## config.mk

```make
export PLATFORM = sky130hd
export DESIGN_NAME = fp_norm_round_flat
export DESIGN_NICKNAME = d
export VERILOG_FILES = /design/src/rtl/fp_norm_round_if.sv /design/src/rtl/fp_norm_round.sv /design/src/flat_wrapper.sv
export SDC_FILE = /design/constraint.sdc
export NUM_CORES = 1
export LEC_CHECK = 0
export ABC_AREA = 1
export CORE_UTILIZATION = 50
export DETAILED_ROUTE_END_ITERATION = 6
export PLACE_DENSITY_LB_ADDON = 0.05
export SLEW_MARGIN = 20
export SYNTH_ARGS = -nofsm -noshare
export SYNTH_HDL_FRONTEND = slang
export SYNTH_SLANG_ARGS = --single-unit
```

## constraint.sdc

```tcl
create_clock -name clk -period 4.4 [get_ports clk]
set_input_delay 0.88 -clock clk [delete_from_list [all_inputs] [get_ports clk]]
set_output_delay 0.88 -clock clk [all_outputs]
set_load 0.01 [all_outputs]
```

## src/rtl/fp_norm_round_if.sv

```systemverilog
// fp_norm_round_if: unnormalized triple in, packed binary32 word and flags out
interface fp_norm_round_if;
    logic        in_vld;
    logic        in_sign;
    logic [7:0]  in_exp;
    logic [26:0] in_mant;
    logic        out_vld;
    logic [31:0] out_data;
    logic [2:0]  out_flags;
    modport master (
        output in_vld, in_sign, in_exp, in_mant,
        input  out_vld, out_data, out_flags
    );
    modport slave (
        input  in_vld, in_sign, in_exp, in_mant,
        output out_vld, out_data, out_flags
    );
endinterface

```

## src/rtl/fp_norm_round.sv

```systemverilog
// fp_norm_round: 3-stage normalize, round-to-nearest-even and pack to binary32
module fp_norm_round (
    input  logic           clk,
    input  logic           rst,
    fp_norm_round_if.slave bus
);
    logic        v1_d, v1_q, s1_d, s1_q;
    logic [7:0]  e1_d, e1_q;
    logic [26:0] m1_d, m1_q;
    logic [4:0]  lzc1_d, lzc1_q;
    logic        v2_d, v2_q, s2_d, s2_q, sp2_d, sp2_q, z2_d, z2_q;
    logic [24:0] m2_d, m2_q;
    logic [9:0]  e2_d, e2_q;
    logic        out_vld_d, out_vld_q;
    logic [31:0] out_data_d, out_data_q;
    logic [2:0]  out_flags_d, out_flags_q;
    logic        up, inx, unf, ovf;
    logic [23:0] frac;
    logic [9:0]  er;
    always_comb begin
        v1_d   = bus.in_vld;
        s1_d   = bus.in_sign;
        e1_d   = bus.in_exp;
        m1_d   = bus.in_mant;
        lzc1_d = 5'd27;
        for (int i = 0; i < 27; i++)
            if (bus.in_mant[i]) lzc1_d = 5'(26 - i);
    end
    // m2 holds only fraction, guard and sticky; the hidden bit is implied after normalization
    always_comb begin
        v2_d  = v1_q;
        s2_d  = s1_q;
        sp2_d = e1_q == 8'hFF;
        z2_d  = m1_q == 27'd0;
        m2_d  = sp2_d ? {m1_q[24:2], 2'b00} :
                m1_q[26] ? {m1_q[25:2], m1_q[1] | m1_q[0]} :
                25'(m1_q << (lzc1_q - 5'd1));
        e2_d  = m1_q[26] ? {2'b00, e1_q} + 10'd1 : {2'b00, e1_q} - {5'd0, lzc1_q} + 10'd1;
    end
    always_comb begin
        up          = m2_q[1] & (m2_q[0] | m2_q[2]);
        inx         = m2_q[1] | m2_q[0];
        frac        = {1'b0, m2_q[24:2]} + {23'd0, up};
        er          = e2_q + {9'd0, frac[23]};
        unf         = e2_q[9] | (e2_q == 10'd0);
        ovf         = !unf && er >= 10'd255;
        out_vld_d   = v2_q;
        out_data_d  = sp2_q ? {s2_q, 8'hFF, m2_q[24:2]} :
                      (z2_q | unf) ? {s2_q, 31'd0} :
                      ovf ? {s2_q, 8'hFF, 23'd0} :
                      {s2_q, er[7:0], frac[22:0]};
        out_flags_d = (sp2_q | z2_q) ? 3'b000 :
                      unf ? 3'b011 :
                      ovf ? 3'b101 :
                      {2'b00, inx};
    end
    always_ff @(posedge clk) begin
        if (!rst) begin
            v1_q        <= 1'b0;
            s1_q        <= 1'b0;
            e1_q        <= '0;
            m1_q        <= '0;
            lzc1_q      <= '0;
            v2_q        <= 1'b0;
            s2_q        <= 1'b0;
            sp2_q       <= 1'b0;
            z2_q        <= 1'b0;
            m2_q        <= '0;
            e2_q        <= '0;
            out_vld_q   <= 1'b0;
            out_data_q  <= '0;
            out_flags_q <= '0;
        end else begin
            v1_q        <= v1_d;
            s1_q        <= s1_d;
            e1_q        <= e1_d;
            m1_q        <= m1_d;
            lzc1_q      <= lzc1_d;
            v2_q        <= v2_d;
            s2_q        <= s2_d;
            sp2_q       <= sp2_d;
            z2_q        <= z2_d;
            m2_q        <= m2_d;
            e2_q        <= e2_d;
            out_vld_q   <= out_vld_d;
            out_data_q  <= out_data_d;
            out_flags_q <= out_flags_d;
        end
    end
    assign bus.out_vld   = out_vld_q;
    assign bus.out_data  = out_data_q;
    assign bus.out_flags = out_flags_q;
endmodule

```

## src/flat_wrapper.sv

```systemverilog
// flat-port wrapper written by rule: the top's interface ports become plain ports
module fp_norm_round_flat 
  (clk, rst, bus_in_vld, bus_in_sign, bus_in_exp, bus_in_mant, bus_out_vld, bus_out_data, bus_out_flags);
  fp_norm_round_if bus_i ();
  input  logic clk;
  input  logic rst;
  input wire logic [$bits(bus_i.in_vld)-1:0] bus_in_vld;
  input wire logic [$bits(bus_i.in_sign)-1:0] bus_in_sign;
  input wire logic [$bits(bus_i.in_exp)-1:0] bus_in_exp;
  input wire logic [$bits(bus_i.in_mant)-1:0] bus_in_mant;
  output wire logic [$bits(bus_i.out_vld)-1:0] bus_out_vld;
  output wire logic [$bits(bus_i.out_data)-1:0] bus_out_data;
  output wire logic [$bits(bus_i.out_flags)-1:0] bus_out_flags;
  assign bus_i.in_vld = bus_in_vld;
  assign bus_i.in_sign = bus_in_sign;
  assign bus_i.in_exp = bus_in_exp;
  assign bus_i.in_mant = bus_in_mant;
  assign bus_out_vld = bus_i.out_vld;
  assign bus_out_data = bus_i.out_data;
  assign bus_out_flags = bus_i.out_flags;
  fp_norm_round u_core (.clk(clk), .rst(rst), .bus(bus_i));
endmodule
```

Word level (Yosys, flattened, before mapping)
Index checks and enable logic that the tools add are counted.
{ "op_classes": {"shifts": 1, "eq_ne": 1, "n_addsub": 6, "muxes": 34, "magnitude_cmp": 1, "n_reduce_logical": 12, "n_bitwise": 8} }
{ "op_table": {"columns": ["op", "count"], "rows": [
  ["two-way mux 31 bit", 3],
  ["two-way mux 4 bit", 16],
  ["two-way mux 25 bit", 2],
  ["zero test 27 bit", 1],
  ["<< shifter 27 x 5 -> 25 bit", 1],
  ["adder 23 x 1 -> 24 bit", 1],
  ["OR reduction 17 bit", 1],
  ["two-way mux 3 bit", 5],
  ["adder 10 x 1 -> 10 bit", 1],
  ["adder 10 x 1 -> 10 bit, second input constant", 1],
  [">= comparator 10 x 8 -> 1 bit, second input constant", 1],
  ["zero test 10 bit", 1],
  ["two-way mux 10 bit", 1],
  ["two-way mux 2 bit", 5],
  ["adder 8 x 1 -> 9 bit, second input constant", 1],
  ["OR reduction 9 bit", 1],
  ["subtractor 8 x 5 -> 9 bit", 1],
  ["== test 8 bit, second input constant", 1],
  ["bitwise OR 1 bit", 6],
  ["OR reduction 2 bit", 3],
  ["OR reduction 3 bit", 2],
  ["OR reduction 5 bit", 1],
  ["subtractor 5 x 1 -> 5 bit, second input constant", 1],
  ["two-way mux 1 bit", 2],
  ["4 further kinds", 4]
]} }
{ "word_totals": {"output_inout_bits": 36, "in_bits": 39, "reg_bits": 117, "word_cells": 83} }

Logic depth before layout (Yosys ltp)
Gate-level depths: netlist (run 1).
{ "logic_depth": {"depth_word": 26, "mapped_depth": 29, "depth_no_buf": 29} }

Least setup slack after synthesis (run 1)
Ideal clock, no wire load.
{ "synth_path": {"kind": "reg2reg", "start": "register u_core.m2_q[2]", "end": "register u_core.out_data_q[18] (netlist: u_core.bus.out_data[18])", "setup_time_ps": 71, "path_stages_with_launch": 29, "required_ps": 4329, "n_path_buf": 1, "arrival_time_ps": 3488, "synth_period_minus_slack_ps": 3559, "slack_ps": 841, "cell_sequence": "dfxtp_1 o21a_1 ha_1 nand4_1 nor2_1 inv_1 nor2_2 inv_2 nor2_4 nand2_2 nor2_4 nand3_4 nor2_4 nand3_2 nor3_1 nand2_1 nor2_1 ha_1 ha_1 nand3_1 inv_1 nand3_1 nor3_1 xor2_1 nand2_2 nor3_4 buf_4 nand3_1 a21oi_1"} }
{ "synth_via": {"elab_chain_len": 9} }
{ "synth_rtl": {"columns": ["element", "line", "rtl"], "rows": [
  ["start, declared", "fp_norm_round.sv:12", "logic [24:0] m2_d, m2_q;"],
  ["start signal, assigned", "fp_norm_round.sv:83", "m2_q <= m2_d;"],
  ["bitwise OR 1 bit", "fp_norm_round.sv:41", "up = m2_q[1] & (m2_q[0] | m2_q[2]);"],
  ["bitwise AND 1 bit", "fp_norm_round.sv:41", null],
  ["adder 23 x 1 -> 24 bit (*)", "fp_norm_round.sv:43", "frac = {1'b0, m2_q[24:2]} + {23'd0, up};"],
  ["adder 10 x 1 -> 10 bit", "fp_norm_round.sv:44", "er = e2_q + {9'd0, frac[23]};"],
  [">= comparator 10 x 8 -> 1 bit", "fp_norm_round.sv:46", "ovf = !unf && er >= 10'd255;"],
  ["logical AND 1 bit", "fp_norm_round.sv:46", null],
  ["two-way mux 31 bit (*)", "fp_norm_round.sv:50", "ovf ? {s2_q, 8'hFF, 23'd0} :"],
  ["two-way mux 31 bit (*)", "fp_norm_round.sv:49", "(z2_q | unf) ? {s2_q, 31'd0} :"],
  ["two-way mux 31 bit (*)", "fp_norm_round.sv:48", "out_data_d = sp2_q ? {s2_q, 8'hFF, m2_q[24:2]} :"],
  ["end signal, assigned", "fp_norm_round.sv:86", "out_data_q <= out_data_d;"],
  ["end, declared", "fp_norm_round.sv:15", "logic [31:0] out_data_d, out_data_q;"]
]} }
Mark *: on every way between the ends. The rest lies on a longest branch, timed or not.
A chain may end at the register's enable or synchronous reset.

Final worst setup path (run 1)
{ "layout_path": {"start": "register u_core.m2_q[0]", "end": "register u_core.out_data_q[14] (netlist: u_core.bus.out_data[14])"} }
{ "layout_via": {"elab_chain_len": 9} }
{ "layout_rtl": {"columns": ["element", "line"], "rows": [
  ["bitwise OR 1 bit (*)", "fp_norm_round.sv:41"],
  ["bitwise AND 1 bit (*)", "fp_norm_round.sv:41"],
  ["adder 23 x 1 -> 24 bit (*)", "fp_norm_round.sv:43"],
  ["adder 10 x 1 -> 10 bit", "fp_norm_round.sv:44"],
  [">= comparator 10 x 8 -> 1 bit", "fp_norm_round.sv:46"],
  ["logical AND 1 bit", "fp_norm_round.sv:46"],
  ["two-way mux 31 bit (*)", "fp_norm_round.sv:50"],
  ["two-way mux 31 bit (*)", "fp_norm_round.sv:49"],
  ["two-way mux 31 bit (*)", "fp_norm_round.sv:48"]
]} }
Marked as above.

==> results.md, run 1 <==
- Synth top area share: a little over a third
- Num rows: 41
- # clock sinks: about 120
- Worst Path Arrival: ~4.4 ns
- Vias per cell: 5.09
- Residual DRC: 0
- Initial antenna violation count: 0
- Crit-path max cell delay: 0.33 ns
- Clock Latency Late Sink: 0.42 ns
- Detailed Route Iter0 Violations: 664
- Global-route wire length before repair: about 26 mm
- Largest net degree at the start of global routing: 51
- Compound-Gate Fraction of Synth Area: a little under a fifth
- CP max stage cell: dfxtp_1
- Seq. cell area: 2340 um2
- Routed wire length: 15.6 mm
- Root Driver: clkbuf_16
- Detailed Place HPWL: 11.8 mm
- CORE AREA: 12,700 um2
- TritonCTS clock tree: done
- Fmax: 0.248 GHz
- Mapped Cells: 954
- Synth Cell Area: around 6500 um2
- Via count: a little over 6,000
- Effective utilization at floorplan: 51.4%
- Post-synth EDFFs: 0
- Final Setup Violations: 0
- Number of global-route vias before repair: ~5,500
- Yosys cell types: 53
- Total CTS buffers: 17
- Final Skew: 0.00750 ns
- Post-synthesis adder-cell area fraction: 2.61%
- GR Overflow Total: 0
- Port buffer count: 74
- Clock transition at path regs: roughly 0.050 ns
- DR WL/cell: 12.9 um
- Pwr per Cell Area: 363 nW/um2
- Seq/Total Area, Yosys: a little over a third
- Antenna Violating Nets Remaining: 0
- Status: complete, no violations
- Dpl ws: 0.185 ns
- Slew HR: 36.6%
- Setup WS post-layout: 0.368 ns
- Post-synth top area cell: dfxtp_1
- Slew @ Worst Pin: 0.949 ns
- Worst Setup Start Kind: flip-flop
- Commonest non-fill, non-tap cell in the layout: nand2_1
- Clock Tree Buf Depth: 2
- Critical path fanouts, max: 8
- Most used flip-flop cell after synthesis: dfxtp_1
- # nets final: approximately 1,100
- Min-Delay Path Class: reg -> reg
- FF+latch count, synth: 117
- Combinational family with the most area after synthesis: simple AND/OR/NAND/NOR gates
- Unrepaired setup endpoints after global routing: false
- Syn_nets: 1,006
- Synthesized area per cell: ~6.8 um2
- Fin crit period: 4.03 ns
- Crit. End Element: flip-flop
- Max H-tree Level: 4
- I/O pin cnt: 75
- XOR/XNOR Fraction of Synth Area: 3.07%
- Filler Cell Count: 1,177
- Ys Warns: 0
- 1st-pass router iterations: 7
- Static Leak: between 3 and 4 nW
- Setup TNS: 0 ns
- Fin. Hold Viols: 0
- Area Overhead vs Synth: 22.8%
- Final period utilization: roughly nine tenths
- Async set or reset register ratio after synthesis: 0%
- Die area: 13,500 um2
- Most frequent cells in the layout: 207 x nand2_1, 160 x inv_1, 116 x dfxtp_1, 94 x o21ai_0, 73 x clkdlybuf4s50_1
- Die H: 116 um
- Die W: ~120 um
- CP most frequent cell: nor2_1
- Synth area leaders: dfxtp_1 36%, nand2_1 12%, inv_1 9.2%, o21ai_0 7.2%, nor2_1 3.9%
- Worst vdd rail ir drop: ~0.22 mV
- Placer Congestion: 0.981
- Post-synthesis simple-gate area fraction: between 20% and 30%
- Worst reg2reg setup slack: 0.37 ns
- Footprint of the multi-input gates: 3370 um2
- Critical path type: reg -> reg
- Hold_ws: 0.410 ns
- Share of layout cells above drive strength 1: 9.16%
- Pins Over Slew Limit: 0
- Gr usage total: between 20% and 30%
- Max-capacitance violation count: 0
- Mux cell area share after synthesis: 2.00%
- Diode count: 0
- Critical Path RT: 4.75 ns
==> cell usage after synthesis (all sizes together), types with 2 or more instances <==
| library cell | number |
|---|---|
| dfxtp | 117 |
| o22ai | 16 |
| nand2 | 211 |
| a22oi | 9 |
| xnor2 | 3 |
| o21ai | 102 |
| a32oi | 11 |
| buf | 9 |
| nor3 | 13 |
| clkinv | 4 |
| nand4 | 10 |
| mux2i | 13 |
| a21boi | 2 |
| a31oi | 3 |
| a21oi | 39 |
| clkbuf | 30 |
| o221ai | 4 |
| or2 | 6 |
| inv | 171 |
| o211ai | 9 |
| a22o | 2 |
| xor2 | 19 |
| nor4 | 9 |
| o21bai | 5 |
| and2 | 2 |
| nand3 | 38 |
| nor2 | 76 |
| ha | 12 |
==> worst paths after layout <==
| kind | from | cells after the start | end |
|---|---|---|---|
| min reg2reg | u_core.s2_q | 2 | u_core.bus.out_data[31] |
| max | u_core.m2_q[0] | 29 | u_core.bus.out_data[14] |
| max reg2reg | u_core.m2_q[0] | 29 | u_core.bus.out_data[14] |
| min | u_core.s2_q | 2 | u_core.bus.out_data[31] |
==> routing by layer <==
layer / GRT usage (%) / vias up / part of all wire (%)
li1: - / 3220 / -
met1: 33.6 / 2705 / 48
met2: 38.9 / 195 / 45
met3: 4.93 / 39 / 4.3
met4: 13.2 / 0 / 3.1
met5: 0 / - / 0
==> sequential cells by signal (all words and copies together) (netlist names), 3 cells and up <==
signal and cells:
u_core.bus.out_data 32, u_core.m1_q 27, u_core.m2_q 25, u_core.e2_q 10, u_core.e1_q 8, u_core.lzc1_q 5
u_core.bus.out_flags 3
==> cell type report <==
type,instances,share of cell area (%)
multi-input cells,622,42.1
flip-flops and latches,117,29.3
repair buffers,91,10.8
inverters,175,8.21
clock buffers,19,5.54
well taps,172,2.69
clock inverters,13,1.36
==> what timing repair did <==
| action | in CTS | in global routing |
|---|---|---|
| setup buffers | 0 | 7 |
| gates resized for setup | 0 | 8 |
| hold buffers | 0 | 0 |
| endpoints found under the setup margin | 0 | 25 |
==> report_power, final <==
part	switching [mW]	internal, mW	leakage (nW)
Sequential	0.0468	1.12	0.961
Clock	0.483	0.785	0.269
Combinational	0.280	0.196	2.40
Total	0.809	2.10	3.63
==> through the flow <==
step                util [%]  cells  cell area [um2]  total power [mW]
floorplan                  -    954             6510              1.48
global placement        58.1   1170             7360              1.64
detailed placement      58.1   1170             7360              1.64
CTS                     62.5   1202             7920              2.92
global route            63.1   1209             8000              3.06
finish                  63.1   1209             8000              2.91
==> critical path, delay by kind of cell, from the launching register on <==
family | cells | cell delay (ns)
AND/OR/NAND/NOR | 18 | 2.22
buffers and inverters | 5 | 0.52
adder cells (fa/ha/maj) | 2 | 0.40
AO/OA/AOI/OAI | 3 | 0.39
flip-flops | 1 | 0.33
XOR/XNOR | 1 | 0.09
==> kinds of logic (layout without fill, tap and decap cells) <==
family                     Yosys count  in the layout
AOI/OAI and AO/OA                  207            207
adders and majority gates           13             13
xor gates and xnor gates            22             22
muxes                               13             13
buffers and inverters              215            298
and+or+nand+nor                    367            367
DFF                                117            117
No activity file was read; power rests on OpenSTA's default activity.
==> run 2: changes to the inputs <==
- CORE_UTILIZATION: 50 -> 30
==> results.md, run 2 (synthesis gave the netlist of run 1 again) <==
- Status: complete, no violations
- Unrepaired setup endpoints after global routing: true
- Die W: 149 um (+29%)
- Die H: 149 um (+29%)
- Worst Path Arrival: 4.50 ns (+0.12 ns)
- Most frequent cells in the layout: 206 x nand2_1, 159 x inv_1, 116 x dfxtp_1, 94 x o21ai_0, 73 x clkdlybuf4s50_1
- Crit. End Element: flip-flop
- Placer Congestion: 0.922 (-6.0%)
- Critical path fanouts, max: 5 (-3)
- Residual DRC: 0 (unchanged)
- Detailed Route Iter0 Violations: 313 (-53%)
- # clock sinks: 117 (unchanged)
- Min-Delay Path Class: reg -> reg
- Final instance area: 8300 um2 (+3.8%)
- Share of layout cells above drive strength 1: 10.5% (+1.3 points)
- Clock Latency Late Sink: 0.42 ns (about the same)
- Seq. cell area: 2340 um2 (unchanged)
- Crit-path max cell delay: 0.35 ns (+0.02 ns)
- Final Instance Count excl. Fillers: 1,318 (+9.0%)
- Port buffer count: 74 (unchanged)
- Slew @ Worst Pin: 0.964 ns (+0.0146 ns)
- Dpl cell area: 7500 um2 (+1.9%)
- Detailed Place HPWL: 13.7 mm (+16%)
- CP max stage cell: dfxtp_2
- Diode count: 0 (unchanged)
- Vias per cell: 4.65 (-8.7%)
- Area Overhead vs Synth: 27.5%
- Final Setup Violations: 0 (unchanged)
- Effective utilization at floorplan: 30.8% (-21 points)
- Total CTS buffers: 17 (unchanged)
- GR Overflow Total: 0 (unchanged)
- Final Skew: 0.0107 ns (+0.00320 ns)
- Filler Cell Count: 2,272 (+93%)
- Fmax: 0.241 GHz (-2.7%)
- Slew HR: 35.6% (-0.97 points)
- Number of instances in the placed design: 1,274 (+8.9%)
- Max reg flops: 32 (unchanged)
- Footprint of the multi-input gates: 3450 um2 (+2.4%)
- Initial antenna violation count: 0 (unchanged)
- Antenna Violating Nets Remaining: 0 (unchanged)
- Pins Over Slew Limit: 0 (unchanged)
- Post-CTS Hold Fix Bufs: 0 (unchanged)
- Final period utilization: 94.1% (+2.5 points)
- Clock transition at path regs: 0.06 ns (about the same)
- Via count: 6,131 (-0.45%)
- CORE AREA: 21,200 um2 (+67%)
- Die area: 22,300 um2 (+65%)
- Worst vdd rail ir drop: 0.225 mV (+1.3%)
- # nets final: 1,084 (+0.74%)
- Max H-tree Level: 4 (unchanged)
- Commonest non-fill, non-tap cell in the layout: nand2_1
- Worst Setup Start Kind: flip-flop
- Clock Tree Buf Depth: 2 (unchanged)
- Pwr per Cell Area: 365 nW/um2 (+0.32%)
- Fin crit period: 4.14 ns (+0.110 ns)
- Critical Path RT: 4.75 ns (about the same)
- Static Leak: 3.68 nW (+1.5%)
- Global-route wire length before repair: 29.2 mm (+11%)
- DR WL/cell: 13.7 um (+6.2%)
- Critical path type: reg -> reg
- Largest net degree at the start of global routing: 48 (-5.9%)
- I/O pin cnt: 75 (unchanged)
- Fin. Hold Viols: 0 (unchanged)
- Root Driver: clkbuf_16
- Finished Core Util: 39.3% (-24 points)
- TritonCTS clock tree: done
- Num rows: 53 (+29%)
- Number of global-route vias before repair: 5,730 (+3.5%)
- Setup TNS: 0 ns (unchanged)
- Gr usage total: 16.8% (-8.5 points)
- Max-capacitance violation count: 0 (unchanged)
- 1st-pass router iterations: 5 (-2)
- Routed wire length: 18.1 mm (+16%)
## run 2: report_power, final
part           leakage [nW]  internal [mW]  switching (mW)
Clock                 0.281          0.867           0.490
Combinational          2.44          0.208           0.296
Sequential            0.961           1.12          0.0490
## run 2: per-stage QoR
stage / hold slack [ns] / setup slack (ns) / power [mW]
floorplan: 0.390 / 0.841 / 1.48
global placement: 0.398 / 0.336 / 1.66
finish: 0.406 / 0.258 / 3.03
global route: 0.424 / -0.107 / 3.17
CTS: 0.410 / 0.176 / 3.03
detailed placement: 0.401 / 0.176 / 1.66
## run 2: final timing paths
kind / cells past startpoint / startpoint / end / slack (ns)
max reg2reg: 30 / u_core.m2_q[2] / u_core.bus.out_data[3] / 0.26
min: 2 / u_core.s1_q / u_core.s2_q / 0.41
max: 30 / u_core.m2_q[2] / u_core.bus.out_data[3] / 0.26
min reg2reg: 2 / u_core.s1_q / u_core.s2_q / 0.41
## run 2: what timing repair did
| action | in CTS | in global routing |
|---|---|---|
| endpoints found under the setup margin | 0 | 30 |
| resized for setup | 0 | 27 |
| buffers inserted | 0 | 12 |
## run 2: worst max-delay path, delay by kind of cell, from the launching register on
| family | cells | cell delay (ns) |
|---|---|---|
| buffers and inverters | 6 | 0.58 |
| and+or+nand+nor | 17 | 2.06 |
| AOI/OAI and AO/OA | 3 | 0.46 |
| xor gates and xnor gates | 1 | 0.14 |
| DFF | 1 | 0.35 |
| adders and majority gates | 3 | 0.48 |
## run 2: area by class of cell
class                           count  share of cell area (%)
Clock buffer                       21                    5.67
Clock inverter                      9                    1.25
Inverter                          175                    7.91
Multi-Input combinational cell    622                    41.5
Sequential cell                   117                    28.2
Tap cell                          275                    4.14
Timing Repair Buffer               99                    11.3
## run 2: routing by layer
metal  global-route usage [%]  share of wire [%]  vias to the layer above
met5                        0                  0                        -
met1                     23.3                 50                     2705
met2                     25.4                 43                      167
met4                     7.30                2.4                        0
li1                         -                  -                     3234
met3                     2.81                4.3                       25
==> run 3: changes to the inputs <==
- CORE_UTILIZATION: 30 -> 40
==> results.md, run 3 (synthesis gave the netlist of run 1 again) <==
- Initial antenna violation count: 0 (unchanged)
- Detailed Place HPWL: 12.4 mm (-9.3%)
- Pins Over Slew Limit: 0 (unchanged)
- Net Sw Frac: 28.3% (+0.69 points)
- Area Overhead vs Synth: 24.0%
- Fin crit period: 3.98 ns (-0.161 ns)
- Static Leak: 3.63 nW (-1.5%)
- Pwr per Cell Area: 350 nW/um2 (-3.9%)
- Most frequent cells in the layout: 206 x nand2_1, 160 x inv_1, 115 x dfxtp_1, 94 x o21ai_0, 73 x clkdlybuf4s50_1
- Via count: 6,163 (+0.52%)
- Critical path type: reg -> reg
- Clock Tree Buf Depth: 2 (unchanged)
- Final period utilization: 90.5% (-3.7 points)
- GR Overflow Total: 0 (unchanged)
- Gr usage total: 20.2% (+3.4 points)
- CORE AREA: 15,900 um2 (-25%)
- Finished Core Util: 50.9% (+12 points)
- I/O pin cnt: 75 (unchanged)
- Status: complete, no violations
- Share of layout cells above drive strength 1: 9.93% (-0.52 points)
- Clock transition at path regs: 0.05 ns (about the same)
- Filler Cell Count: 1,662 (-27%)
- P_sw: 0.800 mW (-4.2%)
- Fmax: 0.251 GHz (+4.0%)
- Num rows: 46 (-13%)
- Worst Path Arrival: 4.32 ns (-0.18 ns)
- Slew @ Worst Pin: 0.954 ns (-0.00965 ns)
- Number of global-route vias before repair: 5,459 (-4.7%)
- Footprint of the multi-input gates: 3410 um2 (-1.2%)
- Crit. End Element: flip-flop
- Seq. cell area: 2350 um2 (+0.16%)
- Worst Setup Start Kind: flip-flop
- Residual DRC: 0 (unchanged)
- Critical Path RT: 4.74 ns (about the same)
- CP max stage cell: dfxtp_1
- Critical path fanouts, max: 6 (+1)
- Placer Congestion: 0.931 (+0.97%)
- Crit-path max cell delay: 0.32 ns (-0.03 ns)
- Slew HR: 36.3% (+0.64 points)
- # clock sinks: 117 (unchanged)
- Max-capacitance violation count: 0 (unchanged)
- Commonest non-fill, non-tap cell in the layout: nand2_1
- Part of the power in combinational logic: 17.0% (+0.4 points)
- Final Skew: 0.00844 ns (-0.00226 ns)
- Clock power share: 41.9% (-2.9 points)
- Worst vdd rail ir drop: 0.268 mV (+19%)
- # nets final: 1,079 (-0.46%)
- Max H-tree Level: 4 (unchanged)
- Root Driver: clkbuf_16
- Routed wire length: 16.3 mm (-9.8%)
- Detailed Route Iter0 Violations: 363 (+16%)
- Diode count: 0 (unchanged)
- Min-Delay Path Class: reg -> reg
- Fin. Hold Viols: 0 (unchanged)
- DR WL/cell: 13.0 um (-5.1%)
- Largest net degree at the start of global routing: 48 (unchanged)
- TritonCTS clock tree: done
- Vias per cell: 4.92 (+5.7%)
- Worst hold path depth: 2 (unchanged)
- Final Setup Violations: 0 (unchanged)
- Die area: 16,800 um2 (-25%)
- Worst-case reg-to-reg path depth: 28 (-6.7%)
- Clock Latency Late Sink: 0.41 ns (about the same)
- Post-CTS Hold Fix Bufs: 0 (unchanged)
- Total CTS buffers: 17 (unchanged)
- Total Power: 2.83 mW (-6.5%)
- Antenna Violating Nets Remaining: 0 (unchanged)
- 1st-pass router iterations: 5 (unchanged)
- Dpl ws: 0.233 ns (+0.0568 ns)
- Die H: 130 um (-13%)
- Effective utilization at floorplan: 41.0% (+10 points)
- Max reg flops: 32 (unchanged)
- Die W: 130 um (-13%)
- Setup WS post-layout: 0.419 ns (+0.161 ns)
- Port buffer count: 74 (unchanged)
- Pint: 2.03 mW (-7.4%)
- Sequential share of power: 41.2% (+2.7 points)
- Global-route wire length before repair: 26.5 mm (-9.6%)
==> run 3: cell count changes in the layout (fill, tap and decap cells not counted), sizes merged <==
cell | previous run | this run
clkinv | 9 | 12
clkbuf | 21 | 19
buf | 26 | 21
bufinv | 2 | 0
==> run 3: through the flow <==
step	cell area (um2)	cells	setup TNS, ns	hold slack, ns
finish	8080	1253	0	0.412
detailed placement	7420	1214	0	0.400
floorplan	6510	954	0	0.390
global placement	7420	1214	0	0.395
global route	8080	1253	-0.00201	0.434
CTS	7920	1243	0	0.413
==> run 3: what timing repair did <==
item	in CTS	in global routing
endpoints found under the setup margin	0	25
buffers inserted	0	9
resized for setup	0	20
==> run 3: power by group through the flow <==
stage	logic (mW)	registers [mW]	clock network [mW]
2_1_floorplan	0.307	1.18	0
3_3_place_gp	0.465	1.19	0
3_5_place_dp	0.463	1.19	0
4_1_cts	0.465	1.16	1.21
5_1_grt	0.537	1.17	1.26
6_report	0.480	1.16	1.18
==> run 3: layout make-up <==
| type | instances | area share (%) |
|---|---|---|
| multi-input cells | 622 | 42.2 |
| flip-flops and latches | 117 | 29.1 |
| repair buffers | 94 | 11.0 |
| inverters | 175 | 8.13 |
| clock buffers | 19 | 5.48 |
| well taps | 216 | 3.35 |
| clock inverters | 10 | 0.774 |
==> run 3: critical path, delay by kind of cell, from the launching register on <==
family	cells	cell delay, ns
xor gates and xnor gates	1	0.08
and+or+nand+nor	18	2.20
buffers and inverters	4	0.46
adders and majority gates	2	0.36
AOI/OAI and AO/OA	3	0.45
DFF	1	0.32
==> run 3: routing by layer <==
metal | up-vias | global-route usage (%) | part of all wire (%) | wire length, um
met2 | 174 | 31.4 | 43 | 7070
met4 | 0 | 8.89 | 2.7 | 437
li1 | 3222 | - | - | -
met5 | - | 0 | 0 | 0
met1 | 2737 | 27.2 | 49 | 8020
met3 | 30 | 3.96 | 4.9 | 802
==> run 3: final timing paths <==
kind                                startpoint                 endpoint  slack (ns)
worst min-delay path               u_core.v1_q         u_core.out_vld_d        0.41
worst max register to register  u_core.m2_q[1]  u_core.bus.out_data[18]        0.42
worst max-delay path            u_core.m2_q[1]  u_core.bus.out_data[18]        0.42
worst min register to register     u_core.v1_q         u_core.out_vld_d        0.41
